<file path="config.mk">
export PLATFORM = sky130hd
export DESIGN_NAME = lcd_panel_reset_seq
export DESIGN_NICKNAME = d
export VERILOG_FILES = /design/src/rtl/lcd_pkg.sv /design/src/rtl/lcd_rst_sync.sv /design/src/rtl/lcd_panel_reset_seq.sv
export SDC_FILE = /design/constraint.sdc
export NUM_CORES = 1
export LEC_CHECK = 0
export CORE_ASPECT_RATIO = 0.9
export CORE_UTILIZATION = 59
export DETAILED_ROUTE_END_ITERATION = 7
export PLACE_DENSITY = 0.87
export RECOVER_POWER = 100
export SLEW_MARGIN = 20
export SYNTH_ARGS = -nofsm -noshare
export SYNTH_HDL_FRONTEND = slang
export SYNTH_SLANG_ARGS = --single-unit
</file>
<file path="constraint.sdc">
create_clock -name i_clk -period 4.1 [get_ports i_clk]
set_clock_uncertainty 0.15 [all_clocks]
set_input_delay 0.82 -clock i_clk [delete_from_list [all_inputs] [get_ports i_clk]]
set_output_delay 0.82 -clock i_clk [all_outputs]
set_load 0.01 [all_outputs]
</file>
<file path="src/rtl/lcd_pkg.sv">
// Shared definitions for the LCD panel reset sequencer: state encoding and timing defaults.
// Latency: n/a (declarations only).
// Backpressure: n/a.
package lcd_pkg;

  // Default timing, in i_clk cycles.
  localparam int unsigned LCD_T_RST_LOW_DEF = 1000;
  localparam int unsigned LCD_T_RECOVER_DEF = 12000;
  // Must satisfy 2**width > max(T_RST_LOW, T_RECOVER).
  localparam int unsigned LCD_CNT_W_DEF     = 16;

  // State encoding.
  localparam logic [1:0] LCD_ENC_SYNC    = 2'd0;
  localparam logic [1:0] LCD_ENC_HOLD    = 2'd1;
  localparam logic [1:0] LCD_ENC_RECOVER = 2'd2;
  localparam logic [1:0] LCD_ENC_READY   = 2'd3;

  typedef enum logic [1:0] {
    ST_SYNC    = LCD_ENC_SYNC,
    ST_HOLD    = LCD_ENC_HOLD,
    ST_RECOVER = LCD_ENC_RECOVER,
    ST_READY   = LCD_ENC_READY
  } lcd_state_e;

  // Saturating 8-bit increment used for the completed-sequence counter.
  function automatic logic [7:0] lcd_sat_inc8(input logic [7:0] v);
    return (v == 8'hFF) ? v : v + 8'd1;
  endfunction

endpackage

</file>
<file path="src/rtl/lcd_rst_sync.sv">
// Reset synchronizer: asserts o_rst asynchronously, releases it synchronously to i_clk.
// Latency: release seen on the 2nd rising i_clk edge after i_rst falls; assertion is immediate.
// Backpressure: none.
module lcd_rst_sync (
  input  logic i_clk,
  input  logic i_rst,
  output logic o_rst
);

  (* ASYNC_REG = "TRUE" *) logic meta_q;
  (* ASYNC_REG = "TRUE" *) logic sync_q;
  logic meta_d;
  logic sync_d;

  // Shift a deasserted level through the two-stage chain.
  always_comb begin
    meta_d = 1'b0;
    sync_d = meta_q;
  end

  // Both stages preset while the raw reset is high.
  always_ff @(posedge i_clk or posedge i_rst) begin
    if (i_rst) begin
      meta_q <= 1'b1;
      sync_q <= 1'b1;
    end else begin
      meta_q <= meta_d;
      sync_q <= sync_d;
    end
  end

  assign o_rst = sync_q;

endmodule

</file>
<file path="src/rtl/lcd_panel_reset_seq.sv">
// Panel reset sequencer: drives the panel reset pin low for P_T_RST_LOW, then waits P_T_RECOVER before READY.
// Latency: all outputs registered; a soft request in READY pulls the pin low one cycle after it is sampled.
// Backpressure: none; soft requests outside READY are dropped, and a held request counts once.
module lcd_panel_reset_seq
  import lcd_pkg::*;
#(
  parameter int unsigned P_T_RST_LOW = LCD_T_RST_LOW_DEF,
  parameter int unsigned P_T_RECOVER = LCD_T_RECOVER_DEF,
  parameter int unsigned P_CNT_W     = LCD_CNT_W_DEF
) (
  input  logic       i_clk,
  input  logic       i_rst,
  input  logic       i_soft_req,
  output logic       o_lcd_rst_n,
  output logic       o_busy,
  output logic       o_ready,
  output logic       o_done,
  output logic [7:0] o_seq_cnt
);

  // Counter reload values: a state lasts (reload + 1) cycles and exits when the counter reads 0.
  localparam logic [P_CNT_W-1:0] CNT_HOLD = P_CNT_W'(P_T_RST_LOW - 1);
  localparam logic [P_CNT_W-1:0] CNT_REC  = P_CNT_W'(P_T_RECOVER - 1);
  localparam logic [P_CNT_W-1:0] CNT_ONE  = P_CNT_W'(1);

  logic               rst_sync;
  lcd_state_e         state_q, state_d;
  logic [P_CNT_W-1:0] cnt_q, cnt_d;
  logic               req_q, req_d;
  logic               lcd_rst_n_q, lcd_rst_n_d;
  logic               busy_q, busy_d;
  logic               ready_q, ready_d;
  logic               done_q, done_d;
  logic [7:0]         seq_cnt_q, seq_cnt_d;
  logic               req_rise;

  lcd_rst_sync u_rst_sync (
    .i_clk (i_clk),
    .i_rst (i_rst),
    .o_rst (rst_sync)
  );

  // A request held high across a whole sequence must not re-trigger, so only the rising edge counts.
  assign req_rise = i_soft_req & ~req_q;

  // Next-state, counter and registered-output decode.
  always_comb begin
    state_d   = state_q;
    cnt_d     = cnt_q;
    req_d     = i_soft_req;

    case (state_q)
      ST_SYNC: begin
        cnt_d = '0;
        if (!rst_sync) begin
          state_d = ST_HOLD;
          cnt_d   = CNT_HOLD;
        end
      end
      ST_HOLD: begin
        if (cnt_q == '0) begin
          state_d = ST_RECOVER;
          cnt_d   = CNT_REC;
        end else begin
          cnt_d = cnt_q - CNT_ONE;
        end
      end
      ST_RECOVER: begin
        if (cnt_q == '0) begin
          state_d = ST_READY;
          cnt_d   = '0;
        end else begin
          cnt_d = cnt_q - CNT_ONE;
        end
      end
      ST_READY: begin
        cnt_d = '0;
        if (req_rise) begin
          state_d = ST_HOLD;
          cnt_d   = CNT_HOLD;
        end
      end
      default: begin
        state_d = ST_SYNC;
        cnt_d   = '0;
      end
    endcase

    // Outputs are decoded from the next state so they line up with the state register.
    lcd_rst_n_d = (state_d == ST_RECOVER) || (state_d == ST_READY);
    busy_d      = (state_d != ST_READY);
    ready_d     = (state_d == ST_READY);
    done_d      = (state_d == ST_READY) && (state_q != ST_READY);
    seq_cnt_d   = done_d ? lcd_sat_inc8(seq_cnt_q) : seq_cnt_q;
  end

  // State, counter and output registers; raw reset forces the safe (panel-held) state at once.
  always_ff @(posedge i_clk or posedge i_rst) begin
    if (i_rst) begin
      state_q     <= ST_SYNC;
      cnt_q       <= '0;
      req_q       <= 1'b0;
      lcd_rst_n_q <= 1'b0;
      busy_q      <= 1'b1;
      ready_q     <= 1'b0;
      done_q      <= 1'b0;
      seq_cnt_q   <= 8'd0;
    end else begin
      state_q     <= state_d;
      cnt_q       <= cnt_d;
      req_q       <= req_d;
      lcd_rst_n_q <= lcd_rst_n_d;
      busy_q      <= busy_d;
      ready_q     <= ready_d;
      done_q      <= done_d;
      seq_cnt_q   <= seq_cnt_d;
    end
  end

  assign o_lcd_rst_n = lcd_rst_n_q;
  assign o_busy      = busy_q;
  assign o_ready     = ready_q;
  assign o_done      = done_q;
  assign o_seq_cnt   = seq_cnt_q;

endmodule
</file>
---- Word level (Yosys, flattened, before mapping) ----
Cells that the tools add are included.
cells by class
  mux-type cells .......................... 10
  bitwise gates (word level) .............. 3
  equal/unequal tests ..................... 8
  add/subtract/negate cells ............... 2
  reduce and logical (&&, ||, !) cells .... 5
operator list
  cell                                                                   count
  16-bit case mux with 4 select lines                                    1
  16-bit 2-to-1 mux                                                      2
  10-bit 2-to-1 mux                                                      2
  16-bit zero test                                                       1
  16-bit by 1-bit subtractor with 16-bit output, second input constant   1
  8-bit by 1-bit adder with 8-bit output, second input constant          1
  2-bit equality test, second input constant                             4
  8-bit equality test, second input constant                             1
  2-bit 2-to-1 mux                                                       4
  2-bit case mux with 4 select lines                                     1
  2-bit != test, second input constant                                   2
  2-bit by 1-bit equality test with 1-bit output, second input constant  1
  2-bit zero test                                                        1
  1-bit inverter                                                         2
  2-bit AND reduction                                                    1
  1-bit bitwise AND                                                      1
  1-bit logical AND                                                      1
  1-bit logical OR                                                       1
word-level totals
  word-level logic and storage cells ...... 38
  output and inout bits ................... 12
  register bits after elaboration ......... 33
  bits of input ports ..................... 3

---- Depth between registers and ports, before layout ----
Gate-level depths: netlist (run 1).
  depth after elaboration ................. 7
  mapped depth ............................ 7
  gate-level depth less buffers ........... 6

---- Hierarchy ----
From an unflattened synthesis (run 1), not the netlist that was laid out.
second synthesis, totals
  cell total of the unflattened synthesis .. 153
  area total of the unflattened synthesis .. 1532.7 um^2
modules (own cells, without submodules)
  module               area each (um^2)  cells each  sequential area each (um^2)  times used
  lcd_panel_reset_seq  1472.7            149         752.0                        1
  lcd_rst_sync         60.1              4           52.6                         1

---- Worst setup path before layout (run 1) ----
No wires, ideal clock.
  kind .................................... register to register
  from .................................... register cnt_q[9]
  to ...................................... register cnt_q[14]
  required time ........................... 3873 ps
  stages on the path, launching flop included .. 5
  buffers on the path ..................... 0
  setup time .............................. 77 ps
  path slack .............................. 2058 ps
  arrival ................................. 1814 ps
  period minus slack after synthesis ...... 2042 ps
  cells stage by stage .................... dfrtp_1 -> or4_4 -> or2_1 -> or4_1 -> a21oi_1
between the ends
  cells in the longest elaborated chain, start to end .. 3
  elaborated cells between the ends (all ways) .. 5
  classes of those cells .................. 1 x add/sub; 3 x mux; 1 x reduce/logical
ends and longest elaborated chain
  what                                                                                      RTL line                                              source
  from (decl)                                                                               lcd_panel_reset_seq.sv:28                             logic [P_CNT_W-1:0] cnt_q, cnt_d;
  from (signal assigned)                                                                    lcd_panel_reset_seq.sv:110                            cnt_q <= cnt_d;
  16-bit by 1-bit subtractor with 16-bit output / 16-bit zero test (equally long branches)  --
  16-bit 2-to-1 mux, on equally long branches                                               lcd_panel_reset_seq.sv:69, lcd_panel_reset_seq.sv:61
  16-bit case mux with 4 select lines (*)                                                   lcd_panel_reset_seq.sv:52                             case (state_q)
  net cnt_d[14]                                                                             lcd_panel_reset_seq.sv:28
The timed path passes the listed nets; every way through them passes the cells marked *.
A chain may end at the register's enable or synchronous reset.

---- Final worst setup path (run 1) ----
  from .................................... register cnt_q[3]
  to ...................................... register busy_q (netlist: o_busy)
between the ends
  cells in the longest elaborated chain, start to end .. 4
  elaborated cells between the ends (all ways) .. 5
  classes of those cells .................. 1 x eq/ne; 3 x mux; 1 x reduce/logical
ends and longest elaborated chain
  what                                        RTL line                                              source
  16-bit zero test (*)                        lcd_panel_reset_seq.sv:61, lcd_panel_reset_seq.sv:69
  2-bit 2-to-1 mux, on equally long branches  lcd_panel_reset_seq.sv:69, lcd_panel_reset_seq.sv:61
  2-bit case mux with 4 select lines (*)      lcd_panel_reset_seq.sv:52
  2-bit != test (*)                           lcd_panel_reset_seq.sv:91                             busy_d = (state_d != ST_READY);
  net busy_d                                  lcd_panel_reset_seq.sv:31                             logic busy_q, busy_d;
  to (signal assigned)                        lcd_panel_reset_seq.sv:113                            busy_q <= busy_d;
  to (decl)                                   lcd_panel_reset_seq.sv:31
Marked as above.

==> results of run 1 <==
==> final timing paths <==
path | start | endpoint | slack, ns | cells past startpoint
worst max-delay path | cnt_q[3] | o_busy | 1.55 | 5
worst min register to register | u_rst_sync.meta_q | u_rst_sync.o_rst | 0.21 | 0
min in group asynchronous | i_rst | req_q | 1.09 | 2
worst max register to register | cnt_q[3] | o_busy | 1.55 | 5
worst min-delay path | u_rst_sync.meta_q | u_rst_sync.o_rst | 0.21 | 0
max in group asynchronous | i_rst | cnt_q[11] | 2.00 | 2
==> cell usage after synthesis (all sizes together), types with 3 or more instances <==
cell / count
a21oi: 5
and2: 3
clkbuf: 3
dfrtp: 29
dfstp: 3
ha: 3
inv: 5
nand2: 14
nand3: 3
nand4: 5
nor2: 14
nor3: 10
o21ai: 13
or4: 4
xnor2: 11
xor2: 5
==> final cells by class <==
class | instances | area, um2 | area share
sequential | 32 | 805 | 0.455
multi-input combinational | 112 | 688 | 0.390
timing repair buffer | 14 | 140 | 0.0793
clock inverter | 3 | 42.5 | 0.0241
clock buffer | 5 | 37.5 | 0.0212
tap | 28 | 35.0 | 0.0198
inverter | 5 | 18.8 | 0.0106
==> logic make-up (layout without fill, tap and decap cells) <==
kind of cell / after synthesis / count (layout) / share of synthesized area
other: 1 / 1 / 0.00245
buffers and inverters: 8 / 27 / 0.0196
and+or+nand+nor: 64 / 64 / 0.226
AOI/OAI and AO/OA: 27 / 27 / 0.103
adders and majority gates: 3 / 3 / 0.0246
xor gates and xnor gates: 16 / 16 / 0.0917
DFF: 32 / 32 / 0.526
muxes: 1 / 1 / 0.00655
==> per-stage QoR <==
stage	util	cells	hold slack, ns	setup slack, ns
2_1_floorplan	-	152	0.195	2.06
4_1_cts	0.725	199	0.213	1.71
6_report	0.722	199	0.212	1.55
3_3_place_gp	0.692	191	0.196	1.77
5_1_grt	0.722	199	0.219	1.35
3_5_place_dp	0.692	191	0.197	1.87
==> per-layer routing <==
metal | part of all wire | vias up | global-route usage
li1 | - | 573 | -
met1 | 0.46 | 573 | 0.309
met2 | 0.48 | 27 | 0.406
met3 | 0.039 | 6 | 0.0541
met4 | 0.018 | 0 | 0.104
met5 | 0 | - | 0
==> sequential cells by signal, indices dropped and copies added, names as in the netlist <==
signal / count
o_lcd_rst_n: 1
u_rst_sync.meta_q: 1
req_q: 1
u_rst_sync.o_rst: 1
o_seq_cnt: 8
o_ready: 1
o_busy: 1
cnt_q: 16
state_q: 1
o_done: 1
==> power by group through the flow <==
stage	combinational [mW]	clock, mW	sequential, mW
after detailed placement	0.00842	0	0.324
after CTS	0.00846	0.242	0.318
after floorplan	0.00475	0	0.324
after global placement	0.00798	0	0.324
final	0.00760	0.238	0.318
after global routing	0.00900	0.260	0.319
==> flow_summary.json, run 1 <==
{
  "wl_per_cell_um": 14.9,
  "setup_violations": 0,
  "nFillCells": 192,
  "ys.flop_type": "dfrtp_1",
  "vias_per_cell": 5.92,
  "yosysWarnings": 0,
  "async_reset_ff_frac": 1.00,
  "io_buffers": 14,
  "slew_headroom": 0.219,
  "die-width_um": 55.7,
  "final_cell_mix": "29 x dfrtp_1, 14 x nand2_1, 14 x nor2_1, 14 x dlygate4sd3_1, 13 x o21ai_0",
  "critical_path_buf_inv_count": 0,
  "power_density_nw_per_um2": 319,
  "hold_class": "reg -> reg",
  "cts.path.max_buffers": 2,
  "tightest_slew_ns": 1.17,
  "synth_edf_count": 0,
  "cts_tree": "yes",
  "layout_commonest_cell": "dfrtp_1",
  "report.final.hold_viol_count": 0,
  "synth_top_area_share": 0.475,
  "p_sw_frac": 0.208,
  "cts_buffers": 5,
  "seq_area_frac_synth": 0.526,
  "crit_slowest_cell": "nor4_1",
  "p_int_mw": 0.446,
  "yosys.cell_types.count": 37,
  "postCtsSetupBuffers": 0,
  "place.detailed.hpwl_um": 2170,
  "final_max_slew_viol_count": 0,
  "status": "complete, no violations",
  "crit_chain": "nor4_1 > and3b_1 > and2_0 > nor2_1 > or2_2",
  "critPathMaxStageDelay_ns": 0.73,
  "clock_tree.root_cell": "clkbuf_4",
  "syn_to_final_growth_pct": 15.5,
  "p_leak_nw": 0.773,
  "fin_crit_ns": 2.55,
  "clock_sinks": 32,
  "diodes": 0,
  "combPwrFrac": 0.013,
  "max_freq_ghz": 0.392,
  "end_kind": "register",
  "cts_resized": 0,
  "clk_pin_slew_ns": 0.10,
  "grt_pass1_vias": 1120,
  "clkPwrFrac": 0.422,
  "ir_worst_vdd_mv": 0.308,
  "total_power_mw": 0.564,
  "start_util": 0.625,
  "vias": 1179,
  "core_um2": 2450,
  "die_y_um": 50.3,
  "grt_first_pass_wirelength_um": 5110,
  "num_io_pins": 15,
  "antenna_found_initial": 0,
  "grt_usage": 0.244,
  "fin_crit_sh": 0.622,
  "place.gp.congestion": 0.884,
  "dieArea_um2": 2800,
  "avgSynthCellArea_um2": 10.1,
  "synth_nets": 158,
  "maxCapViolCount": 0,
  "drt_wl_total_um": 2960,
  "drtIter0Drc": 32,
  "dr.pass1.iters": 4,
  "critPathLaunchType": "register",
  "critical_path_class": "reg -> reg",
  "rsz0062_at_grt": "no",
  "synth_top_area_cell": "dfrtp_1",
  "placed_cell_area_um2": 1690,
  "seqPwrFrac": 0.565,
  "netlist_area_um2": 1530,
  "layout.nets": 176,
  "postCtsHoldBufs": 0,
  "final.setup.tns_ns": 0,
  "worstSkewPairLatency_ns": 0.33,
  "route.detailed.drc": 0,
  "crit_arrival_ns": 2.67,
  "path_max_fanout": 7,
  "p_switching_mw": 0.117,
  "cp_top_family": "simple AND/OR/NAND/NOR gates",
  "synth-seq-cells": 32,
  "ant_nets": 0,
  "rows": 17,
  "htree_levels": 2,
  "overflow": 0,
  "final_area_um2": 1770,
  "syn-instance-count": 152,
  "layout-drive-gt1-share": 0.0877,
  "required_ns": 4.22,
  "grt_start_max_net_pins": 33,
  "synth_area_leaders": "dfrtp_1 47%, xnor2_1 6.3%, dfstp_2 5.2%"
}
Power figures use the tool's default switching activity.
==> run 2: changes to the inputs <==
Settings changed: CORE_UTILIZATION 59 to 55, PLACE_DENSITY 0.87 to 0.82.
Clock period 4.1 ns to 2.4 ns, I/O delays scaled along.
==> run 2 against run 1 <==
Net effect:
- routed wire length grew 6.0%
- critical path type unchanged
- die area grew 7.0%
- critical path depth grew 1
- hold slack is essentially flat
- utilization shrank 2.4 points
- clock-buffer cell count grew 3
- sequential cell count is the same
- the flow now finishes with violations (design-rule violations)
- sequential power grew 71%
- via count grew 2.6%
- cell count grew 1.5%
- register-to-register slack lost 1.4 ns
==> flow_summary.json, run 2 (synthesized netlist as in run 1, its figures left out) <==
{
  "cts.path.max_buffers": 2,
  "worstSkewPairLatency_ns": 0.33,
  "path_max_fanout": 5,
  "ant_nets": 0,
  "syn_to_final_growth_pct": 15.6,
  "layout_commonest_cell": "dfrtp_1",
  "setup_violations": 0,
  "cp_top_family": "simple AND/OR/NAND/NOR gates",
  "largest-register": "cnt_q",
  "postCtsSetupBuffers": 0,
  "p_leak_nw": 0.776,
  "io_buffers": 14,
  "place.detailed.hpwl_um": 2340,
  "hold_class": "reg -> reg",
  "cts_resized": 0,
  "final_max_slew_viol_count": 0,
  "drtIter0Drc": 81,
  "final_cell_mix": "29 x dfrtp_1, 14 x nand2_1, 14 x nor2_1, 14 x dlygate4sd3_1, 13 x o21ai_0",
  "grt_first_pass_wirelength_um": 5250,
  "layout-drive-gt1-share": 0.0920,
  "diodes": 0,
  "wl_per_cell_um": 15.5,
  "clock_sinks": 32,
  "crit_slowest_cell": "or4_4",
  "critical_path_class": "reg -> reg",
  "placed_cell_area_um2": 1720,
  "cts_buffers": 5,
  "critPathLaunchType": "register",
  "violations": "design-rule violations",
  "antenna_found_initial": 0,
  "die-width_um": 57.6,
  "end_kind": "register",
  "core_um2": 2530,
  "max_freq_ghz": 0.455,
  "power_density_nw_per_um2": 492,
  "rsz0062_at_grt": "no",
  "maxCapViolCount": 0,
  "vias": 1210,
  "required_ns": 2.45,
  "critical_path_buf_inv_count": 1,
  "grt_pass1_vias": 1103,
  "clk_pin_slew_ns": 0.09,
  "grt_usage": 0.246,
  "overflow": 0,
  "dr.pass1.iters": 6,
  "num_io_pins": 15,
  "status": "complete, but fails checks",
  "drt_wl_total_um": 3140,
  "clock_tree.root_cell": "clkbuf_4",
  "htree_levels": 2,
  "crit_chain": "or4_4 > nor2_1 > nand4_1 > a21oi_1 > clkbuf_1 > o21ai_0",
  "vias_per_cell": 5.99,
  "route.detailed.drc": 2,
  "grt_start_max_net_pins": 33,
  "nFillCells": 194,
  "critPathMaxStageDelay_ns": 0.58,
  "postCtsHoldBufs": 0,
  "layout.nets": 179,
  "crit_arrival_ns": 2.25,
  "fin_util": 0.698,
  "die_y_um": 52.0,
  "start_util": 0.604,
  "tightest_slew_ns": 0.769,
  "final_area_um2": 1770,
  "ir_worst_vdd_mv": 0.277,
  "rows": 17,
  "place.gp.congestion": 0.809,
  "dieArea_um2": 3000,
  "fin_crit_ns": 2.20,
  "report.final.hold_viol_count": 0,
  "fin_crit_sh": 0.916,
  "cts_tree": "yes",
  "slew_headroom": 0.487,
  "largest_register_ffs": 16,
  "final.setup.tns_ns": 0
}
run 2: layout make-up:
type | instances | area (um2) | area share
flip-flops and latches | 32 | 805 | 0.455
multi-input cells | 112 | 694 | 0.393
repair buffers | 17 | 156 | 0.0885
clock buffers | 8 | 58.8 | 0.0333
well taps | 28 | 35.0 | 0.0198
inverters | 5 | 18.8 | 0.0106
run 2: per-stage QoR:
step / hold slack, ns / cells / setup slack [ns] / power [mW]
CTS: 0.214 / 202 / 0.228 / 0.878
finish: 0.211 / 202 / 0.201 / 0.869
global route: 0.215 / 202 / 0.0899 / 0.908
detailed placement: 0.200 / 194 / 0.237 / 0.569
floorplan: 0.195 / 152 / 0.358 / 0.562
global placement: 0.197 / 194 / 0.301 / 0.569
run 2: where the power goes:
group	leakage (nW)	internal [mW]	switching [mW]	total, mW
registers	0.404	0.543	0.00111	0.544
logic	0.339	0.00283	0.0107	0.0135
clock network	0.0326	0.144	0.168	0.312
total	0.776	0.690	0.180	0.869
run 2: final timing paths:
kind | cells after the start | slack [ns] | end | start
max in group asynchronous | 3 | 0.97 | cnt_q[8] | i_rst
min | 0 | 0.21 | u_rst_sync.o_rst | u_rst_sync.meta_q
min reg2reg | 0 | 0.21 | u_rst_sync.o_rst | u_rst_sync.meta_q
min in group asynchronous | 3 | 0.65 | cnt_q[3] | i_rst
max reg2reg | 6 | 0.20 | cnt_q[11] | cnt_q[9]
max | 6 | 0.20 | cnt_q[11] | cnt_q[9]
run 2: routing by layer:
metal,global-route usage,routed length (um),share of wire,vias to the layer above
met5,0,0,0,-
met2,0.391,1500,0.48,41
met3,0.0970,149,0.047,12
met1,0.304,1410,0.45,581
li1,-,-,-,576
met4,0.0894,77,0.025,0
==> run 3: changes to the inputs <==
Settings changed: PLACE_DENSITY 0.82 to 0.77.
==> run 3 against run 2 <==
Net effect:
- the flow now finishes without violations
- final area up 0.57%
- hold slack worse by 0.00091 ns
- clock power up 6%
- critical endpoint is now o_busy
- largest cell class unchanged
- largest power group unchanged
==> flow_summary.json, run 3 (synthesized netlist as in run 1, its figures left out) <==
{
  "die-width_um": 57.6,
  "final_cells": 201,
  "cts_buffers": 5,
  "wl_met3_um": 156,
  "largest_register_ffs": 16,
  "clk_pin_slew_ns": 0.09,
  "final_cell_mix": "29 x dfrtp_1, 14 x nand2_1, 14 x nor2_1, 14 x dlygate4sd3_1, 13 x o21ai_0",
  "clock_sinks": 32,
  "start_util": 0.604,
  "slew_headroom": 0.504,
  "vias": 1164,
  "ir_worst_vdd_mv": 0.372,
  "report.final.hold_viol_count": 0,
  "final_area_um2": 1780,
  "max_freq_ghz": 0.451,
  "critical_path_class": "reg -> reg",
  "dieArea_um2": 3000,
  "final_max_slew_viol_count": 0,
  "route.detailed.drc": 0,
  "rrSetupSlack_ns": 0.18,
  "status": "complete, no violations",
  "ant_nets": 0,
  "overflow": 0,
  "final.setup.tns_ns": 0,
  "postCtsSetupBuffers": 0,
  "place.gp.congestion": 0.820,
  "htree_levels": 2,
  "drt_wl_total_um": 2940,
  "grt_usage": 0.238,
  "end_kind": "register",
  "vias_per_cell": 5.79,
  "critPathLaunchType": "register",
  "place.detailed.hpwl_um": 2160,
  "maxCapViolCount": 0,
  "grt_start_max_net_pins": 33,
  "crit_chain": "or4_4 > nor3_2 > and2_0 > nor2_1 > or2_2",
  "core_um2": 2530,
  "pre_cts_slack_ns": 0.239,
  "drtIter0Drc": 55,
  "layout.nets": 179,
  "dp_cells": 194,
  "largest-register": "cnt_q",
  "tightest_slew_ns": 0.744,
  "hold_class": "reg -> reg",
  "io_buffers": 14,
  "worstSkewPairLatency_ns": 0.33,
  "fin_crit_ns": 2.22,
  "syn_to_final_growth_pct": 16.3,
  "cts_resized": 0,
  "layout_commonest_cell": "dfrtp_1",
  "setup_violations": 0,
  "rsz0062_at_grt": "no",
  "crit_arrival_ns": 2.32,
  "path_max_fanout": 5,
  "power_density_nw_per_um2": 499,
  "met2_length_um": 1250,
  "clock_tree.root_cell": "clkbuf_4",
  "antenna_found_initial": 0,
  "postCtsHoldBufs": 0,
  "rows": 17,
  "fin_crit_sh": 0.924,
  "critPathMaxStageDelay_ns": 0.58,
  "diodes": 0,
  "grt_first_pass_wirelength_um": 5160,
  "required_ns": 2.50,
  "fin_util": 0.702,
  "top_layer": "met4",
  "cts_tree": "yes",
  "num_io_pins": 15,
  "worst_slack_ns": 0.183,
  "nFillCells": 196,
  "p_leak_nw": 0.784,
  "crit_slowest_cell": "or4_4",
  "cts.path.max_buffers": 2,
  "wirelength_met1_um": 1480,
  "placed_cell_area_um2": 1720,
  "wl_per_cell_um": 14.6,
  "whs_ns": 0.210,
  "grt_pass1_vias": 1128,
  "dr.pass1.iters": 4,
  "total_power_mw": 0.888,
  "layout-drive-gt1-share": 0.104,
  "die_y_um": 52.0
}
## run 3: cell count changes in the layout (fill, tap and decap cells not counted), sizes merged
cell,previous run,this run
buf,1,2
clkbuf,10,8
## run 3: report_power, final
part / leakage, nW / internal [mW] / total [mW] / switching (mW)
registers: 0.404 / 0.543 / 0.544 / 0.00116
logic: 0.342 / 0.00283 / 0.0132 / 0.0104
clock network: 0.0374 / 0.166 / 0.331 / 0.165
## run 3: cell type report
class                      count  area, um2  share of cell area
inverter                       5       18.8              0.0106
multi-input combinational    112        694               0.391
timing repair buffer          17        160              0.0901
clock buffer                   7       65.1              0.0366
sequential                    32        805               0.452
tap                           28       35.0              0.0197
## run 3: critical path, delay by kind of cell, from the launching register on
kind | cells | cell delay [ns]
flip-flops | 1 | 0.41
AND/OR/NAND/NOR | 5 | 1.58
## run 3: final timing paths
path | from | to | cells past startpoint
setup reg to reg | cnt_q[9] | o_busy | 5
hold / removal | u_rst_sync.meta_q | u_rst_sync.o_rst | 0
setup / recovery | cnt_q[9] | o_busy | 5
hold reg to reg | u_rst_sync.meta_q | u_rst_sync.o_rst | 0
min in group asynchronous | i_rst | o_seq_cnt[7] | 3
max in group asynchronous | i_rst | cnt_q[6] | 3
## run 3: per-layer routing
layer	vias to the layer above	track usage
li1	583	-
met4	0	0.106
met5	-	0
met1	547	0.342
met3	6	0.0721
met2	28	0.328
